--- config.mk ---
export PLATFORM = sky130hd
export DESIGN_NAME = frame_buf_sched
export DESIGN_NICKNAME = d
export VERILOG_FILES = /design/src/rtl/frame_buf_pkg.sv /design/src/rtl/frame_buf_pick.sv /design/src/rtl/frame_buf_sched.sv
export SDC_FILE = /design/constraint.sdc
export NUM_CORES = 1
export LEC_CHECK = 0
export CORE_MARGIN = 2
export CORE_UTILIZATION = 41
export DETAILED_ROUTE_END_ITERATION = 6
export GPL_TIMING_DRIVEN = 0
export PLACE_DENSITY = 0.79
export SETUP_SLACK_MARGIN = 0.05
export SYNTH_ARGS = -nofsm -noshare
export SYNTH_HDL_FRONTEND = slang
export SYNTH_SLANG_ARGS = --single-unit
--- constraint.sdc ---
create_clock -name clk_100 -period 1.55 [get_ports clk_100]
set_input_delay 0.31 -clock clk_100 [delete_from_list [all_inputs] [get_ports clk_100]]
set_output_delay 0.31 -clock clk_100 [all_outputs]
set_load 0.05 [all_outputs]
--- src/rtl/frame_buf_pkg.sv ---
// frame_buf_pkg: shared types and sizing for the triple-buffer frame scheduler.
package frame_buf_pkg;
  localparam int MAX_BUF = 4;
  localparam int BUF_IDX_W = $clog2(MAX_BUF);
  typedef enum logic [1:0] {FREE, WRITING, READY, READING} buf_state_e;
  typedef enum logic [1:0] {W_IDLE, W_START, W_ACTIVE} wr_state_e;
  typedef enum logic [1:0] {R_IDLE, R_GRANT, R_HOLD} rd_state_e;
  function automatic logic [15:0] sat_inc(input logic [15:0] v);
    return (v == 16'hFFFF) ? v : v + 16'd1;
  endfunction
endpackage

--- src/rtl/frame_buf_pick.sv ---
// frame_buf_pick: lowest-index FREE buffer, else the READY buffer (dropping its frame).
module frame_buf_pick
  import frame_buf_pkg::*;
(
  input  logic [MAX_BUF-1:0]   free_vec,
  input  logic [MAX_BUF-1:0]   ready_vec,
  output logic [BUF_IDX_W-1:0] idx,
  output logic                 found,
  output logic                 drop
);
  always_comb begin
    idx = '0;
    for (int i = MAX_BUF - 1; i >= 0; i--) if (ready_vec[i]) idx = BUF_IDX_W'(i);
    for (int i = MAX_BUF - 1; i >= 0; i--) if (free_vec[i]) idx = BUF_IDX_W'(i);
    found = (|free_vec) | (|ready_vec);
    drop = ~(|free_vec) & (|ready_vec);
  end
endmodule

--- src/rtl/frame_buf_sched.sv ---
// frame_buf_sched: assigns DDR frame buffers to the writer and grants the newest
// complete frame to the reader, tracking per-buffer ownership.
module frame_buf_sched
  import frame_buf_pkg::*;
#(
  parameter int          NUM_BUF    = 3,
  parameter logic [31:0] BUF_BASE   = 32'h0000_0000,
  parameter logic [31:0] BUF_STRIDE = 32'h0008_0000
) (
  input  logic        clk_100,
  input  logic        reset_n,
  input  logic        vsync_in,
  output logic        wr_start_frame,
  output logic [31:0] wr_addr_buf,
  input  logic        wr_end_frame,
  input  logic        rd_frame_req,
  output logic        rd_grant,
  output logic [31:0] rd_addr_buf,
  input  logic        rd_frame_done,
  output logic [15:0] frame_drop_cnt,
  output logic [15:0] vsync_ovr_cnt,
  output logic        wr_busy,
  output logic        rd_busy
);
  localparam logic [31:0] ADDR_TAB [MAX_BUF] = '{
    BUF_BASE,
    BUF_BASE + BUF_STRIDE,
    BUF_BASE + 32'd2 * BUF_STRIDE,
    BUF_BASE + 32'd3 * BUF_STRIDE
  };
  buf_state_e buf_st [MAX_BUF];
  buf_state_e buf_nxt [MAX_BUF];
  logic [MAX_BUF-1:0] free_vec, ready_vec;
  logic [BUF_IDX_W-1:0] pick_idx, ready_idx, wr_idx, rd_idx;
  logic pick_found, pick_drop, wr_pick, wr_done, rd_claim, rd_rel;
  wr_state_e wr_state, wr_nxt;
  rd_state_e rd_state, rd_nxt;
  // slots at or above NUM_BUF are masked out so they are never picked or granted
  for (genvar i = 0; i < MAX_BUF; i++) begin : g_vec
    assign free_vec[i]  = (i < NUM_BUF) && (buf_st[i] == FREE);
    assign ready_vec[i] = (i < NUM_BUF) && (buf_st[i] == READY);
  end
  always_comb begin
    ready_idx = '0;
    for (int i = MAX_BUF - 1; i >= 0; i--) if (ready_vec[i]) ready_idx = BUF_IDX_W'(i);
  end
  frame_buf_pick u_pick (
    .free_vec  (free_vec),
    .ready_vec (ready_vec),
    .idx       (pick_idx),
    .found     (pick_found),
    .drop      (pick_drop)
  );
  assign wr_pick  = (wr_state == W_IDLE) && vsync_in && pick_found;
  assign wr_done  = (wr_state == W_ACTIVE) && wr_end_frame;
  assign rd_claim = (rd_state == R_IDLE) && rd_frame_req && (|ready_vec);
  assign rd_rel   = (rd_state == R_HOLD) && rd_frame_done;
  assign wr_busy  = wr_state != W_IDLE;
  assign rd_busy  = rd_state != R_IDLE;
  always_comb begin
    wr_nxt = wr_state;
    unique case (wr_state)
      W_IDLE:   if (wr_pick) wr_nxt = W_START;
      W_START:  wr_nxt = W_ACTIVE;
      W_ACTIVE: if (wr_done) wr_nxt = W_IDLE;
      default:  wr_nxt = W_IDLE;
    endcase
  end
  always_comb begin
    rd_nxt = rd_state;
    unique case (rd_state)
      R_IDLE:  if (rd_claim) rd_nxt = R_GRANT;
      R_GRANT: rd_nxt = R_HOLD;
      R_HOLD:  if (rd_rel) rd_nxt = R_IDLE;
      default: rd_nxt = R_IDLE;
    endcase
  end
  // A reader claim in the same cycle as a frame end takes the old READY frame,
  // so it must not be released to FREE by the writer.
  always_comb begin
    buf_nxt = buf_st;
    if (wr_done && !rd_claim) for (int i = 0; i < MAX_BUF; i++) if (buf_st[i] == READY) buf_nxt[i] = FREE;
    if (rd_claim) buf_nxt[ready_idx] = READING;
    if (wr_done) buf_nxt[wr_idx] = READY;
    if (wr_pick) buf_nxt[pick_idx] = WRITING;
    if (rd_rel) buf_nxt[rd_idx] = FREE;
  end
  always_ff @(posedge clk_100 or negedge reset_n) begin
    if (!reset_n) begin
      wr_state <= W_IDLE;
      rd_state <= R_IDLE;
    end else begin
      wr_state <= wr_nxt;
      rd_state <= rd_nxt;
    end
  end
  always_ff @(posedge clk_100 or negedge reset_n) begin
    if (!reset_n) begin
      for (int i = 0; i < MAX_BUF; i++) buf_st[i] <= FREE;
      wr_idx         <= '0;
      rd_idx         <= '0;
      wr_addr_buf    <= BUF_BASE;
      rd_addr_buf    <= BUF_BASE;
      wr_start_frame <= 1'b0;
      rd_grant       <= 1'b0;
      frame_drop_cnt <= '0;
      vsync_ovr_cnt  <= '0;
    end else begin
      buf_st         <= buf_nxt;
      wr_start_frame <= wr_state == W_START;
      rd_grant       <= rd_state == R_GRANT;
      if (wr_pick) begin
        wr_idx      <= pick_idx;
        wr_addr_buf <= ADDR_TAB[pick_idx];
      end
      if (rd_claim) begin
        rd_idx      <= ready_idx;
        rd_addr_buf <= ADDR_TAB[ready_idx];
      end
      if (wr_pick && pick_drop) frame_drop_cnt <= sat_inc(frame_drop_cnt);
      if (vsync_in && wr_state != W_IDLE) vsync_ovr_cnt <= sat_inc(vsync_ovr_cnt);
    end
  end
endmodule
==> metrics.yaml, run 1 <==
finalClockSkew_ns: 0.0189
fin_ws_ns: -0.137
cp.arrival_ns: 1.86
grt_start_max_net_pins: 40
critPathBufInv: 1
wl_met2_mm: 4.03
finalCriticalPeriod_ns: 1.69
fillers: 547
wl_met1_mm: 3.15
cp_max_fo: 5
outcome: "finished with violations"
post-route-period-util_pct: 109
yosysWarnings: 0
holdWs_ns: 0.412
rsz0062_at_grt: "yes"
synthTopCellsByArea: "dfrtp_1, buf_4, xor2_1"
dp.cells: 499
hold_viol_final: 0
root_buffer: "clkbuf_8"
path_clk_slew_ns: 0.08
p_per_area_nw_per_um2: 1200
avgSynthCellArea_um2: 10.2
synth_top_area_share_pct: 40.1
dp_hpwl_mm: 4.51
path_cells: "buf_4 > nand3b_1 > or3_1 > a21oi_2 > a211oi_1"
ios: 106
worstSetupEndpointType: "register"
hold_class: "input port to async pin"
layout_commonest_cell: "buf_4"
gp_congestion: 0.836
syn_inst: 295
drtAntennaViolNets: 0
antenna_cells: 0
grt_pass1_vias: 2457
start_util_pct: 41.7
wl_mm: 7.58
fin_cells: 571
synth_cell_types: 56
fmax_mhz: 593
first_pass_iters: 4
core_area_um2: 7180
die_h_um: 89.5
grt_pass1_wl_mm: 11.6
layout.cells.most_common_list: "buf_4, conb_1, dfrtp_2, clkdlybuf4s15_2, buf_2"
ir_worst_vdd_uv: 744
report.final.slew_viol_count: 0
area_delta_synth_final_pct: 61.9
dr_wl_met3_um: 303
grtUsageTotal_pct: 18.5
critPathSlowestCell: "or3_1"
fin_nets: 479
ys_seq_area_share_pct: 40.1
yosys.area.top_type: "dfrtp_1"
io_buffers: 45
finalSetupViolations: 16
maxCapViolations: 0
die_area_um2: 8010
clock-sinks: 48
viasPerCell: 4.53
num_rows: 31
drt_iter0_markers: 106
cpLargestDelayFamily: "simple AND/OR/NAND/NOR gates"
ff2ff_path_depth: 5
cts_buffers: 5
cp.required_ns: 1.72
vias: 2584
cts_tree: "done"
dr.max_layer_used: "met4"
ys_ff_latch: 48
wl_per_cell_um: 13.3
antenna_found_initial: 0
clkLatencyLatePin_ns: 0.30
setup.worst_path.class: "register to register"
htree_levels: 2
die_w_um: 89.5
cp.depth: 5
violations: "setup timing"
grt-ovfl-total: 0
drive_above_1_share_pct: 58.3
critPathMaxStageDelay_ns: 0.47
p_leak_nw: 2.33
syn_area_um2: 3000
drcViolationCount: 0
startpoint_type: "register"
clock_path_buffers: 2
==> what timing repair did <==
action	CTS	global route
setup endpoints to repair	76	46
resized for setup	184	42
setup buffers	47	20
hold endpoints to repair	9	0
pin swaps	28	29
hold buffers	1	0
cloned	1	0
==> layout make-up <==
class                      instances  area (µm²)  share of cell area (%)
timing repair buffer             111         945                    19.5
multi-input combinational        235        1920                    39.5
clock inverter                     1        30.0                   0.619
inverter                           8        30.0                   0.619
clock buffer                       7        76.3                    1.57
buffer                            62         482                    9.94
sequential                        48        1250                    25.7
tap                               99         124                    2.55
==> cells by family (layout without fill, tap and decap cells) <==
| logic type | after synthesis | count (layout) | synth area share [%] |
|---|---|---|---|
| other | 1 | 60 | 0.125 |
| adder cells (fa/ha/maj) | 2 | 2 | 0.835 |
| AND/OR/NAND/NOR | 100 | 100 | 21.9 |
| AO/OA/AOI/OAI | 41 | 41 | 10.2 |
| flip-flops | 48 | 48 | 40.1 |
| multiplexers | 6 | 6 | 2.38 |
| buffers and inverters | 71 | 189 | 16.8 |
| XOR/XNOR | 26 | 26 | 7.60 |
==> final timing paths <==
path / start / end / slack, ns
setup reg to reg: wr_state[0] / buf_st[3] / -0.14
setup / recovery: wr_state[0] / buf_st[3] / -0.14
hold / removal: reset_n / rd_grant / 0.41
min in group clk_100: vsync_ovr_cnt[15] / vsync_ovr_cnt[15] / 0.50
max in group asynchronous: reset_n / frame_drop_cnt[1] / 0.64
hold reg to reg: vsync_ovr_cnt[15] / vsync_ovr_cnt[15] / 0.50
==> Yosys cell counts, drive strengths merged <==
cell type   n
buf        63
dfrtp      48
xor2       17
nand2      13
nand4      11
nor2       11
nor3       11
a21oi      10
xnor2       9
inv         8
nand3       8
a211oi      7
nor3b       7
o21ai       7
mux2        6
nor2b       6
nor4        6
or2         6
or3         6
a2111oi     3
nand2b      3
nand3b      3
a21o        2
and2        2
and3        2
ha          2
nand4b      2
o2111ai     2
o21a        2
o21ba       2
a2bb2oi     1
a31oi       1
conb        1
nand4bb     1
nor4b       1
o21bai      1
o221ai      1
o22a        1
o31a        1
or4         1
==> metal layers <==
metal  GRT usage (%)  vias to the layer above
li1                -                     1268
met4            6.38                        0
met2            32.7                       74
met3            3.60                        7
met5               0                        -
met1            22.5                     1235
==> worst reg2reg max path, stage by stage (launching register included) <==
cell and delay, ns:
dfrtp_2 0.45, buf_4 0.15, nand3b_1 0.31, or3_1 0.47
a21oi_2 0.13, a211oi_1 0.05
==> per-stage QoR <==
| stage | setup slack [ns] | util [%] | TNS (ns) | instance area, µm² | total power [mW] |
|---|---|---|---|---|---|
| final | -0.137 | 67.6 | -1.22 | 4850 | 5.81 |
| after global routing | -0.205 | 67.6 | -3.10 | 4850 | 6.14 |
| after CTS | -0.122 | 65.2 | -1.08 | 4680 | 5.71 |
| after detailed placement | -0.644 | 55.9 | -13.96 | 4010 | 4.34 |
| after global placement | -1.41 | 55.6 | -77.92 | 3990 | 4.28 |
| after floorplan | -0.201 | - | -2.84 | 3420 | 3.71 |
==> sequential cells by signal, indices dropped and copies added (netlist names), 2 cells and up <==
name and flops:
vsync_ovr_cnt 16, wr_state 2, frame_drop_cnt 16, buf_st 6, rd_state 2
==> where the power goes <==
part	internal, mW	switching (mW)
registers	1.52	0.373
clock network	0.483	0.411
logic	1.19	1.83
No activity file was read; power rests on OpenSTA's default activity.
==> inputs of run 2 (changes only) <==
ABC_AREA = 0   (was default)
CTS_CLUSTER_DIAMETER = 100   (was default)
HOLD_SLACK_MARGIN = 0.03   (was default)
==> results of run 2 <==
No change in the layout: final DEF, timing and power equal those of run 1.
==> inputs of run 3 (changes only) <==
CORE_UTILIZATION = 45   (was 41)
PLACE_DENSITY = 0.8   (was 0.79)
RECOVER_POWER = 25   (was default)
clock period = 2.14 ns   (was 1.55 ns; I/O delays follow)
==> metrics.yaml, run 3 (synthesized netlist as in run 1, its figures left out) <==
outcome: "complete, no violations"
cpLargestDelayFamily: "buffers and inverters"
drt_iter0_markers: 68  # -36%
hold_viol_final: 0  # unchanged
setup.worst_path.class: "register to output port"
fmax_mhz: 491
clkLatencyLatePin_ns: 0.30  # about the same
startpoint_type: "register"
final_util_pct: 61.1  # -6.5 points
ctsHoldBuffers: 0  # -1
rsz0062_at_grt: "no"
post-route-period-util_pct: 95.1
grtUsageTotal_pct: 16.2  # -2.3 points
critPathSlowestCell: "clkdlybuf4s50_1"
hold_class: "input port to async pin"
fin_nets: 415  # -13%
finalSetupViolations: 0  # -16
critPathMaxStageDelay_ns: 0.84  # +0.37 ns
cp.arrival_ns: 1.61  # -0.25 ns
finalCriticalPeriod_ns: 2.04
maxCapViolations: 0  # unchanged
die_area_um2: 7320  # -8.5%
io_buffers: 45  # unchanged
root_buffer: "clkbuf_8"
critPathBufInv: 1  # unchanged
fillers: 554  # +1.3%
clock_path_buffers: 2  # unchanged
p_per_area_nw_per_um2: 957  # -20%
ir_worst_vdd_uv: 992  # +33%
htree_levels: 2  # unchanged
reg_top3: "frame_drop_cnt x16, vsync_ovr_cnt x16, buf_st x6"
report.final.slew_viol_count: 0  # unchanged
dp_hpwl_mm: 4.45  # -1.5%
drive_above_1_share_pct: 23.8  # -34 points
tightest_slew_ns: 0.870
die_w_um: 85.6  # -4.3%
grt_start_max_net_pins: 34  # -15%
grt_pass1_wl_mm: 9.64  # -17%
layout_commonest_cell: "buf_4"
path_clk_slew_ns: 0.09  # about the same
layout.cells.most_common_list: "buf_4, conb_1, dfrtp_1, clkdlybuf4s50_1, xor2_1"
drcViolationCount: 0  # unchanged
first_pass_iters: 4  # unchanged
clock-sinks: 48  # unchanged
holdWs_ns: 0.214  # -0.198 ns
ff2ff_path_depth: 6  # +1
viasPerCell: 4.73  # +4.5%
cp.depth: 1  # -4
grt-ovfl-total: 0  # unchanged
cts_tree: "done"
wl_mm: 5.81  # -23%
vias: 2288  # -11%
cp.required_ns: 1.71  # about the same
finalClockSkew_ns: 0.0147  # -0.00413 ns
die_h_um: 85.6  # -4.3%
cts_buffers: 5  # unchanged
antenna_cells: 0  # unchanged
core_area_um2: 6390  # -11%
ios: 106  # unchanged
area_delta_synth_final_pct: 30.3
setup_tns_ns: 0  # +1.22 ns
p_leak_nw: 1.99  # -15%
gp_congestion: 0.874  # +4.6%
wl_per_cell_um: 12.0  # -9.6%
drtAntennaViolNets: 0  # unchanged
path_cells: "clkdlybuf4s50_1"
cp_max_fo: 5  # unchanged
max-slew-margin-rel_pct: 42.0
num_rows: 29  # -6.5%
worstSetupEndpointType: "output port"
grt_pass1_vias: 2109  # -14%
antenna_found_initial: 0  # unchanged
post_cts_buffers: 0  # -100%
start_util_pct: 46.9  # +5.2 points
-- run 3: power by group --
part | internal [mW] | switching (mW) | total, mW
registers | 1.08 | 0.260 | 1.34
logic | 0.557 | 1.08 | 1.64
clock network | 0.460 | 0.296 | 0.756
-- run 3: worst paths after layout --
kind	to	slack (ns)	startpoint
worst max-delay path	frame_drop_cnt[2]	0.10	frame_drop_cnt[2]
worst max register to register	frame_drop_cnt[1]	0.27	frame_drop_cnt[1]
max in group asynchronous	frame_drop_cnt[0]	0.57	reset_n
worst min-delay path	buf_st[2]	0.21	reset_n
min in group clk_100	vsync_ovr_cnt[15]	0.51	vsync_ovr_cnt[15]
worst min register to register	vsync_ovr_cnt[15]	0.51	vsync_ovr_cnt[15]
-- run 3: through the flow --
step	cell area (µm²)	power [mW]	std cells	setup slack, ns
5_1_grt	3900	3.93	484	0.0501
6_report	3900	3.73	484	0.105
3_5_place_dp	3780	3.02	477	-0.0554
3_3_place_gp	3760	2.98	476	-0.897
2_1_floorplan	3220	2.57	354	0.0571
4_1_cts	3910	3.77	484	0.0535
-- run 3: what timing repair did --
action	4_1_cts	5_1_grt
pin swaps	0	0
gates resized for setup	2	5
setup endpoints to repair	2	5
-- run 3: layout make-up --
class / instances / area [µm²] / area share, %
inverter: 8 / 30.0 / 0.769
multi-input combinational: 235 / 1510 / 38.7
tap: 77 / 96.3 / 2.47
clock buffer: 5 / 68.8 / 1.76
sequential: 48 / 1200 / 30.8
clock inverter: 2 / 60.1 / 1.54
buffer: 63 / 474 / 12.2
timing repair buffer: 46 / 459 / 11.8
-- run 3: metal layers --
layer / track usage, % / up-vias / share of wire [%]
li1: - / 1139 / -
met1: 21.1 / 1064 / 44
met2: 25.7 / 75 / 47
met3: 5.20 / 10 / 8.1
met4: 5.48 / 0 / 1.3
met5: 0 / - / 0
